===== config.mk =====
export PLATFORM = sky130hd
export DESIGN_NAME = spi_byte_shifter_flat
export DESIGN_NICKNAME = d
export VERILOG_FILES = /design/src/rtl/spi_byte_shifter_if.sv /design/src/rtl/spi_byte_shifter.sv /design/src/flat_wrapper.sv
export SDC_FILE = /design/constraint.sdc
export NUM_CORES = 1
export LEC_CHECK = 0
export CORE_MARGIN = 8
export CORE_UTILIZATION = 30
export DETAILED_ROUTE_END_ITERATION = 10
export PLACE_DENSITY = 0.49
export SLEW_MARGIN = 20
export SYNTH_ARGS = -nofsm -noshare
export SYNTH_HDL_FRONTEND = slang
export SYNTH_SLANG_ARGS = --single-unit

===== constraint.sdc =====
create_clock -name clk -period 3 [get_ports clk]
set_input_delay 0.9 -clock clk [delete_from_list [all_inputs] [get_ports clk]]
set_output_delay 0.9 -clock clk [all_outputs]
set_load 0.01 [all_outputs]

===== src/rtl/spi_byte_shifter_if.sv =====
// rtl/spi_byte_shifter_if.sv - word handshake, analyser strobes and serial lines of spi_byte_shifter
interface spi_byte_shifter_if #(
    parameter int DATA_WIDTH = 8
);
    logic                  i_tx_valid;
    logic                  o_tx_ready;
    logic [DATA_WIDTH-1:0] i_tx_data;
    logic                  o_work_en;
    logic                  i_up_edge;
    logic                  i_down_edge;
    logic                  i_work_end;
    logic                  i_miso;
    logic                  o_mosi;
    logic [DATA_WIDTH-1:0] o_rx_data;
    logic                  o_rx_valid;
    logic                  o_err;
    logic                  o_busy;

    modport master (
        output i_tx_valid, i_tx_data, i_up_edge, i_down_edge, i_work_end, i_miso,
        input  o_tx_ready, o_work_en, o_mosi, o_rx_data, o_rx_valid, o_err, o_busy
    );

    modport slave (
        input  i_tx_valid, i_tx_data, i_up_edge, i_down_edge, i_work_end, i_miso,
        output o_tx_ready, o_work_en, o_mosi, o_rx_data, o_rx_valid, o_err, o_busy
    );
endinterface


===== src/rtl/spi_byte_shifter.sv =====
// rtl/spi_byte_shifter.sv - SPI word shifter driven by analyser strobes; SPI_LSB_FIRST_EN selects LSB-first order
module spi_byte_shifter #(
    parameter logic CPOL       = 1'b0,
    parameter logic CPHA       = 1'b0,
    parameter int   DATA_WIDTH = 8,
    parameter int   CNT_WIDTH  = 4
) (
    input  logic              clk,
    input  logic              rst_n,
    spi_byte_shifter_if.slave bus
);
    localparam logic [CNT_WIDTH-1:0] BIT_LAST = CNT_WIDTH'(DATA_WIDTH);

    typedef enum logic [2:0] {
        S_IDLE,
        S_LOAD,
        S_SHIFT,
        S_DONE,
        S_ABORT
    } state_t;

    state_t                state;
    logic [DATA_WIDTH-1:0] tx_sr;
    logic [DATA_WIDTH-1:0] rx_sr;
    logic [CNT_WIDTH-1:0]  bit_cnt;

    logic                  lead_edge;
    logic                  trail_edge;
    logic                  sample_edge;
    logic                  shift_edge;
    logic                  cnt_full;
    logic                  tx_out_bit;
    logic [DATA_WIDTH-1:0] tx_sr_shifted;
    logic [DATA_WIDTH-1:0] rx_sr_shifted;

    assign lead_edge   = CPOL ? bus.i_down_edge : bus.i_up_edge;
    assign trail_edge  = CPOL ? bus.i_up_edge   : bus.i_down_edge;
    assign sample_edge = CPHA ? trail_edge : lead_edge;
    assign shift_edge  = CPHA ? lead_edge  : trail_edge;
    assign cnt_full    = (bit_cnt == BIT_LAST);

`ifdef SPI_LSB_FIRST_EN
    assign tx_out_bit    = tx_sr[0];
    assign tx_sr_shifted = {1'b0, tx_sr[DATA_WIDTH-1:1]};
    assign rx_sr_shifted = {bus.i_miso, rx_sr[DATA_WIDTH-1:1]};
`else
    assign tx_out_bit    = tx_sr[DATA_WIDTH-1];
    assign tx_sr_shifted = {tx_sr[DATA_WIDTH-2:0], 1'b0};
    assign rx_sr_shifted = {rx_sr[DATA_WIDTH-2:0], bus.i_miso};
`endif

    // Outputs are registered, so each transition also sets the outputs of the state it enters.
    always_ff @(posedge clk or negedge rst_n) begin
        if (!rst_n) begin
            state          <= S_IDLE;
            tx_sr          <= '0;
            rx_sr          <= '0;
            bit_cnt        <= '0;
            bus.o_mosi     <= 1'b0;
            bus.o_rx_data  <= '0;
            bus.o_rx_valid <= 1'b0;
            bus.o_err      <= 1'b0;
            bus.o_work_en  <= 1'b0;
            bus.o_busy     <= 1'b0;
            bus.o_tx_ready <= 1'b1;
        end else begin
            bus.o_rx_valid <= 1'b0;
            bus.o_err      <= 1'b0;
            case (state)
                S_IDLE: begin
                    if (bus.i_tx_valid) begin
                        tx_sr          <= bus.i_tx_data;
                        state          <= S_LOAD;
                        bus.o_tx_ready <= 1'b0;
                        bus.o_busy     <= 1'b1;
                    end
                end
                S_LOAD: begin
                    bit_cnt <= '0;
                    rx_sr   <= '0;
                    // With CPHA=0 the first bit must be on the line before the first sample strobe.
                    if (!CPHA) begin
                        bus.o_mosi <= tx_out_bit;
                        tx_sr      <= tx_sr_shifted;
                    end
                    bus.o_work_en <= 1'b1;
                    state         <= S_SHIFT;
                end
                S_SHIFT: begin
                    if (cnt_full) begin
                        bus.o_rx_data  <= rx_sr;
                        bus.o_rx_valid <= 1'b1;
                        bus.o_work_en  <= 1'b0;
                        state          <= S_DONE;
                    end else if (bus.i_work_end) begin
                        bus.o_err     <= 1'b1;
                        bus.o_mosi    <= 1'b0;
                        bus.o_work_en <= 1'b0;
                        state         <= S_ABORT;
                    end else begin
                        if (sample_edge) begin
                            rx_sr   <= rx_sr_shifted;
                            bit_cnt <= bit_cnt + 1'b1;
                        end
                        if (shift_edge) begin
                            bus.o_mosi <= tx_out_bit;
                            tx_sr      <= tx_sr_shifted;
                        end
                    end
                end
                S_DONE, S_ABORT: begin
                    bus.o_tx_ready <= 1'b1;
                    bus.o_busy     <= 1'b0;
                    state          <= S_IDLE;
                end
                default: begin
                    bus.o_work_en  <= 1'b0;
                    bus.o_tx_ready <= 1'b1;
                    bus.o_busy     <= 1'b0;
                    state          <= S_IDLE;
                end
            endcase
        end
    end
endmodule


===== src/flat_wrapper.sv =====
// flat-port wrapper written by rule: the top's interface ports become plain ports
module spi_byte_shifter_flat 
#(
    parameter logic CPOL       = 1'b0,
    parameter logic CPHA       = 1'b0,
    parameter int   DATA_WIDTH = 8,
    parameter int   CNT_WIDTH  = 4
)
  (clk, rst_n, bus_i_tx_valid, bus_i_tx_data, bus_i_up_edge, bus_i_down_edge, bus_i_work_end, bus_i_miso, bus_o_tx_ready, bus_o_work_en, bus_o_mosi, bus_o_rx_data, bus_o_rx_valid, bus_o_err, bus_o_busy);
  spi_byte_shifter_if #(.DATA_WIDTH(DATA_WIDTH)) bus_i ();
  input  logic clk;
  input  logic rst_n;
  input wire logic [$bits(bus_i.i_tx_valid)-1:0] bus_i_tx_valid;
  input wire logic [$bits(bus_i.i_tx_data)-1:0] bus_i_tx_data;
  input wire logic [$bits(bus_i.i_up_edge)-1:0] bus_i_up_edge;
  input wire logic [$bits(bus_i.i_down_edge)-1:0] bus_i_down_edge;
  input wire logic [$bits(bus_i.i_work_end)-1:0] bus_i_work_end;
  input wire logic [$bits(bus_i.i_miso)-1:0] bus_i_miso;
  output wire logic [$bits(bus_i.o_tx_ready)-1:0] bus_o_tx_ready;
  output wire logic [$bits(bus_i.o_work_en)-1:0] bus_o_work_en;
  output wire logic [$bits(bus_i.o_mosi)-1:0] bus_o_mosi;
  output wire logic [$bits(bus_i.o_rx_data)-1:0] bus_o_rx_data;
  output wire logic [$bits(bus_i.o_rx_valid)-1:0] bus_o_rx_valid;
  output wire logic [$bits(bus_i.o_err)-1:0] bus_o_err;
  output wire logic [$bits(bus_i.o_busy)-1:0] bus_o_busy;
  assign bus_i.i_tx_valid = bus_i_tx_valid;
  assign bus_i.i_tx_data = bus_i_tx_data;
  assign bus_i.i_up_edge = bus_i_up_edge;
  assign bus_i.i_down_edge = bus_i_down_edge;
  assign bus_i.i_work_end = bus_i_work_end;
  assign bus_i.i_miso = bus_i_miso;
  assign bus_o_tx_ready = bus_i.o_tx_ready;
  assign bus_o_work_en = bus_i.o_work_en;
  assign bus_o_mosi = bus_i.o_mosi;
  assign bus_o_rx_data = bus_i.o_rx_data;
  assign bus_o_rx_valid = bus_i.o_rx_valid;
  assign bus_o_err = bus_i.o_err;
  assign bus_o_busy = bus_i.o_busy;
  spi_byte_shifter #(.CPOL(CPOL), .CPHA(CPHA), .DATA_WIDTH(DATA_WIDTH), .CNT_WIDTH(CNT_WIDTH)) u_core (.clk(clk), .rst_n(rst_n), .bus(bus_i));
endmodule

== After elaboration in Yosys (flattened, before gate mapping) ==
Cells that the tools add are included.
Word-level totals
  output and inout port bits: 14
  word-level logic and storage cells: 71
  bits of input ports: 15
  register bits: 37
Operators by class
  bitwise operators: 2
  muxes and demuxes: 33
  eq/ne operators: 12
  reduce and logical (&&, ||, !) cells: 12
  add/sub/neg operators: 1
Operator list (count)
  2-to-1 mux 8 bit: 7
  case mux 8 bit (3 select lines): 1
  case mux 8 bit (2 select lines): 1
  2-to-1 mux 1 bit: 12
  2-to-1 mux 4 bit: 3
  != test 2 bit (second input constant): 5
  2-to-1 mux 3 bit: 3
  case mux 3 bit (3 select lines): 1
  case mux 4 bit (2 select lines): 1
  AND reduction 2 bit: 4
  == test 3 x 2 -> 1 bit (second input constant): 2
  case mux 1 bit (2 select lines): 3
  AND reduction 5 bit: 1
  adder 4 x 1 -> 4 bit (second input constant): 1
  == test 4 bit (second input constant): 1
  AND reduction 4 bit: 1
  == test 3 x 1 -> 1 bit (second input constant): 1
  == test 3 bit (second input constant): 1
  logical NOT 3 bit: 1
  != test 3 x 2 -> 1 bit (second input constant): 1
  != test 3 bit (second input constant): 1
  case mux 1 bit (3 select lines): 1
  AND reduction 3 bit: 1
  nonzero test 3 bit: 1
  other kinds (4): 5

== Longest topological paths before layout ==
  word-level depth: 5
  gate-level depth with buffers: 7
  depth with buffers taken out: 6

== Least setup slack after synthesis ==
No wires, ideal clock.
  path kind: input to register
  from: input port bus_i_work_end
  to: register u_core.tx_sr[5]
  data arrival time: 1.935 ns
  setup time: 0.077 ns
  path buffers: 2
  data required time: 2.923 ns
  path slack: 0.988 ns
  stages on the path: 6
  cell sequence: buf_4 > nand4bb_1 > a221oi_4 > buf_6 > nor2_1 > a21oi_1
Between the ends
  longest elaborated chain between the ends: 2
Ends and longest elaborated chain
  from (decl): RTL line flat_wrapper.sv:17  | input wire logic [$bits(bus_i.i_work_end)-1:0] bus_i_work_end;
  != test 2 bit (no source line)
  AND reduction 5 bit (no source line)
  to (signal assigned): RTL line spi_byte_shifter.sv:72  | tx_sr <= bus.i_tx_data;
  to (signal assigned): RTL line spi_byte_shifter.sv:84  | tx_sr <= tx_sr_shifted;
  to (signal assigned): RTL line spi_byte_shifter.sv:107  | tx_sr <= tx_sr_shifted;
  to (decl): RTL line spi_byte_shifter.sv:23  | logic [DATA_WIDTH-1:0] tx_sr;
No other way between the ends.
A chain may end at the register's enable or synchronous reset.

== Final worst setup path ==
  from: input port bus_i_work_end
  to: register u_core.tx_sr[0]
The elaborated chain is that of the path after synthesis.

==> results by group <==
Synth
  • Yosys reg bits: 37
  • Cell variety after synth: 43
  • Synth Instances: 167
  • Post-Syn Area: 1830 um^2
  • Synth Warn #: 0
  • Post-synth EDFFs: 0
  • Async SR Flop Fraction: 100%
  • Syn nets: 184
  • Register area share after synthesis: 50.5%
  • Synth Flop Type: dfrtp_1
  • Syn avg cell area: 11.0 um^2

GRT
  • Gr usage total: 9.99%
  • Pin count of the biggest net entering global routing: 38
  • First-pass GRT wire length: 7.04 mm
  • Initial antenna violation count: 0
  • Number of global-route vias before repair: 1420
  • GRT overflow: 0

Clock tree
  • Post-CTS setup buffers: 0
  • Clock buffer depth: 2
  • # clock sinks: 37
  • Clk slew on worst S/H paths: 0.07 ns
  • Clock root cell: clkbuf_8
  • Num CTS Buffers: 5
  • Clk_lat worst skew: 0.28 ns
  • H-tree depth: 2
  • CTS tree: built
  • # hold bufs at CTS: 0
  • CTS resizes: 0

STA
  • Number of setup violations in the final report: 0
  • Setup TNS: 0 ns
  • Post-layout minimum cycle time: 2.33 ns
  • Max Slew Vio Count: 0
  • Hold Fails Final Rpt: 0
  • Setup ws final: 0.666 ns
  • Fmax: 0.429 GHz
  • Layout Skew: 0.00221 ns
  • Worst Max-Slew Pin Slew: 0.652 ns
  • Max transition margin: 56.3%
  • Period utilisation layout: 77.8%
  • RSZ-0062 raised after global routing: false

Power and ir drop
  • Max IR drop VDD: approximately 0.00039 V
  • Power Dens Cells: 827 nW/um^2
  • LEAKAGE: 0.962 nW
  • Tot Pwr: between 1.5 and 2 mW

Critical path
  • Reg2Reg Depth: 3
  • FF-to-FF End: u_core.bus.o_rx_data[1]
  • Worst-path maximum fanout: 16
  • Crit. End Element: flop
  • Internal reg-to-reg setup slack: 1.02 ns
  • CP Class: in -> reg
  • R2R Path Start: u_core.state[2]
  • Req. time, crit path: 3.20 ns
  • CP startpoint kind: input pin
  • Worst Path Arrival: between 2 and 3 ns
  • Critical Path Start: bus_i_work_end

Routing
  • Initial DRC count: 84
  • Detailed Route WL: 3.96 mm
  • Vias per cell: approximately 5
  • Antenna-violating nets left: 0
  • Via count: 1370
  • DRT Pass-1 Iters: 4
  • Residual DRC: 0
  • Routed len/inst: 14.6 um

Floorplanning
  • Die X: between 90 and 100 um
  • Die height: 94.2 um
  • Top Ports: 29
  • Total Die Area: 8870 um^2
  • CORE AREA: 5920 um^2
  • Initial Utilization: slightly above 30%
  • Row cnt: 28

Job
  • Max capacitance violation total: 0

Min path
  • Worst Hold Depth: 1
  • WHS Endpoint: u_core.bus.o_mosi
  • HP Class: reg -> reg
  • HP Start: u_core.bus.o_mosi

Cells and area
  • Fillers: 569
  • Final net count: 212
  • Commonest non-fill, non-tap cell in the layout: dfrtp_1
  • Syn-to-layout area delta: 24.9%
  • Finished Cell Area: 2290 um^2
  • Final std cells w/o fill: 271
  • Most frequent cells in the layout: 36 x dfrtp_1, 28 x clkdlybuf4s50_1, 17 x nand2_1, 12 x nor2_1, 10 x o21ai_0
  • Share of cells above drive strength 1: between 10 and 15%
  • Diode count: 0

Placement
  • DPL Wire Length: 2.81 mm
  • Dpl ws: 0.372 ns
  • Dpl cells: 263
  • Placed cell area: 2170 um^2
  • Global placement routability congestion: 0.751
  • Number of port buffers: 28

Run status
  • Outcome: complete, no violations
[state kept, by name, indices dropped and copies added, names as in the netlist]
register / flops
u_core.bus.o_work_en: 1
u_core.tx_sr: 8
u_core.bus.o_rx_valid: 1
u_core.bus.o_busy: 1
u_core.state: 3
u_core.bus.o_err: 1
u_core.bus.o_tx_ready: 1
u_core.bus.o_rx_data: 8
u_core.bus.o_mosi: 1
u_core.rx_sr: 8
u_core.bit_cnt: 4
[report_power, final]
part           switching [mW]  internal, mW
registers               0.125         0.638
clock network           0.172         0.271
logic                   0.340         0.350
[worst max-delay path by stage]
| stage | end | slack (ns) | cells after the start |
|---|---|---|---|
| global route | u_core.tx_sr[2] | 0.57 | 6 |
| global placement | u_core.tx_sr[3] | 0.42 | 6 |
| detailed placement | u_core.tx_sr[3] | 0.37 | 6 |
| finish | u_core.tx_sr[0] | 0.67 | 6 |
| floorplan | u_core.tx_sr[5] | 0.99 | 6 |
| CTS | u_core.tx_sr[3] | 0.67 | 6 |
[metrics by stage]
stage / hold slack, ns / utilization (%)
final: 0.505 / 38.7
after floorplan: 0.482 / -
after global routing: 0.533 / 38.7
after detailed placement: 0.490 / 36.7
after global placement: 0.483 / 36.7
after CTS: 0.508 / 38.7
[layout make-up]
cell class	instances	area [um^2]	share of cell area [%]
flip-flops and latches	37	927	40.5
multi-input cells	114	825	36.0
repair buffers	32	310	13.5
well taps	75	93.8	4.10
clock buffers	7	86.3	3.77
clock inverters	1	30.0	1.31
inverters	5	18.8	0.819
[critical path: stages]
cell and delay (ns):
clkdlybuf4s50_1 0.64, nand4bb_1 0.35, a221oi_4 0.24, buf_4 0.24, nand3b_1 0.09, o21ai_0 0.08
[logic make-up (layout without fill, tap and decap cells)]
logic type | Yosys count | in the layout | synth area share, %
flip-flops | 37 | 37 | 50.5
multiplexers | 18 | 18 | 10.4
buffers and inverters | 16 | 45 | 4.50
AO/OA/AOI/OAI | 42 | 42 | 17.3
adder cells (fa/ha/maj) | 2 | 2 | 1.36
AND/OR/NAND/NOR | 52 | 52 | 15.8
[cells in the mapped netlist (3+ instances only)]
master    instances  area share [%]
clkbuf_1          3            0.61
o21ai_0          10             2.7
buf_4             3             1.2
a22o_1            3             1.4
inv_1             5             1.0
mux2_2            9             5.5
nand2b_1          4             1.4
o211ai_1          3             1.2
mux2i_1           9             4.9
nor2_1           12             2.5
o221ai_1          6             2.9
buf_2             3            0.82
nor3_1            4             1.1
dfrtp_1          36              49
nand2_1          17             3.5
a21oi_1           9             2.5
[metal layers]
layer  up-vias  GRT usage, %  wire [um]
li1        660             -          -
met3         6          3.68        246
met5         -             0          0
met1       672          12.2       1720
met2        32          15.2       1930
met4         0          4.62         62
(Power assumes the default switching activity.)
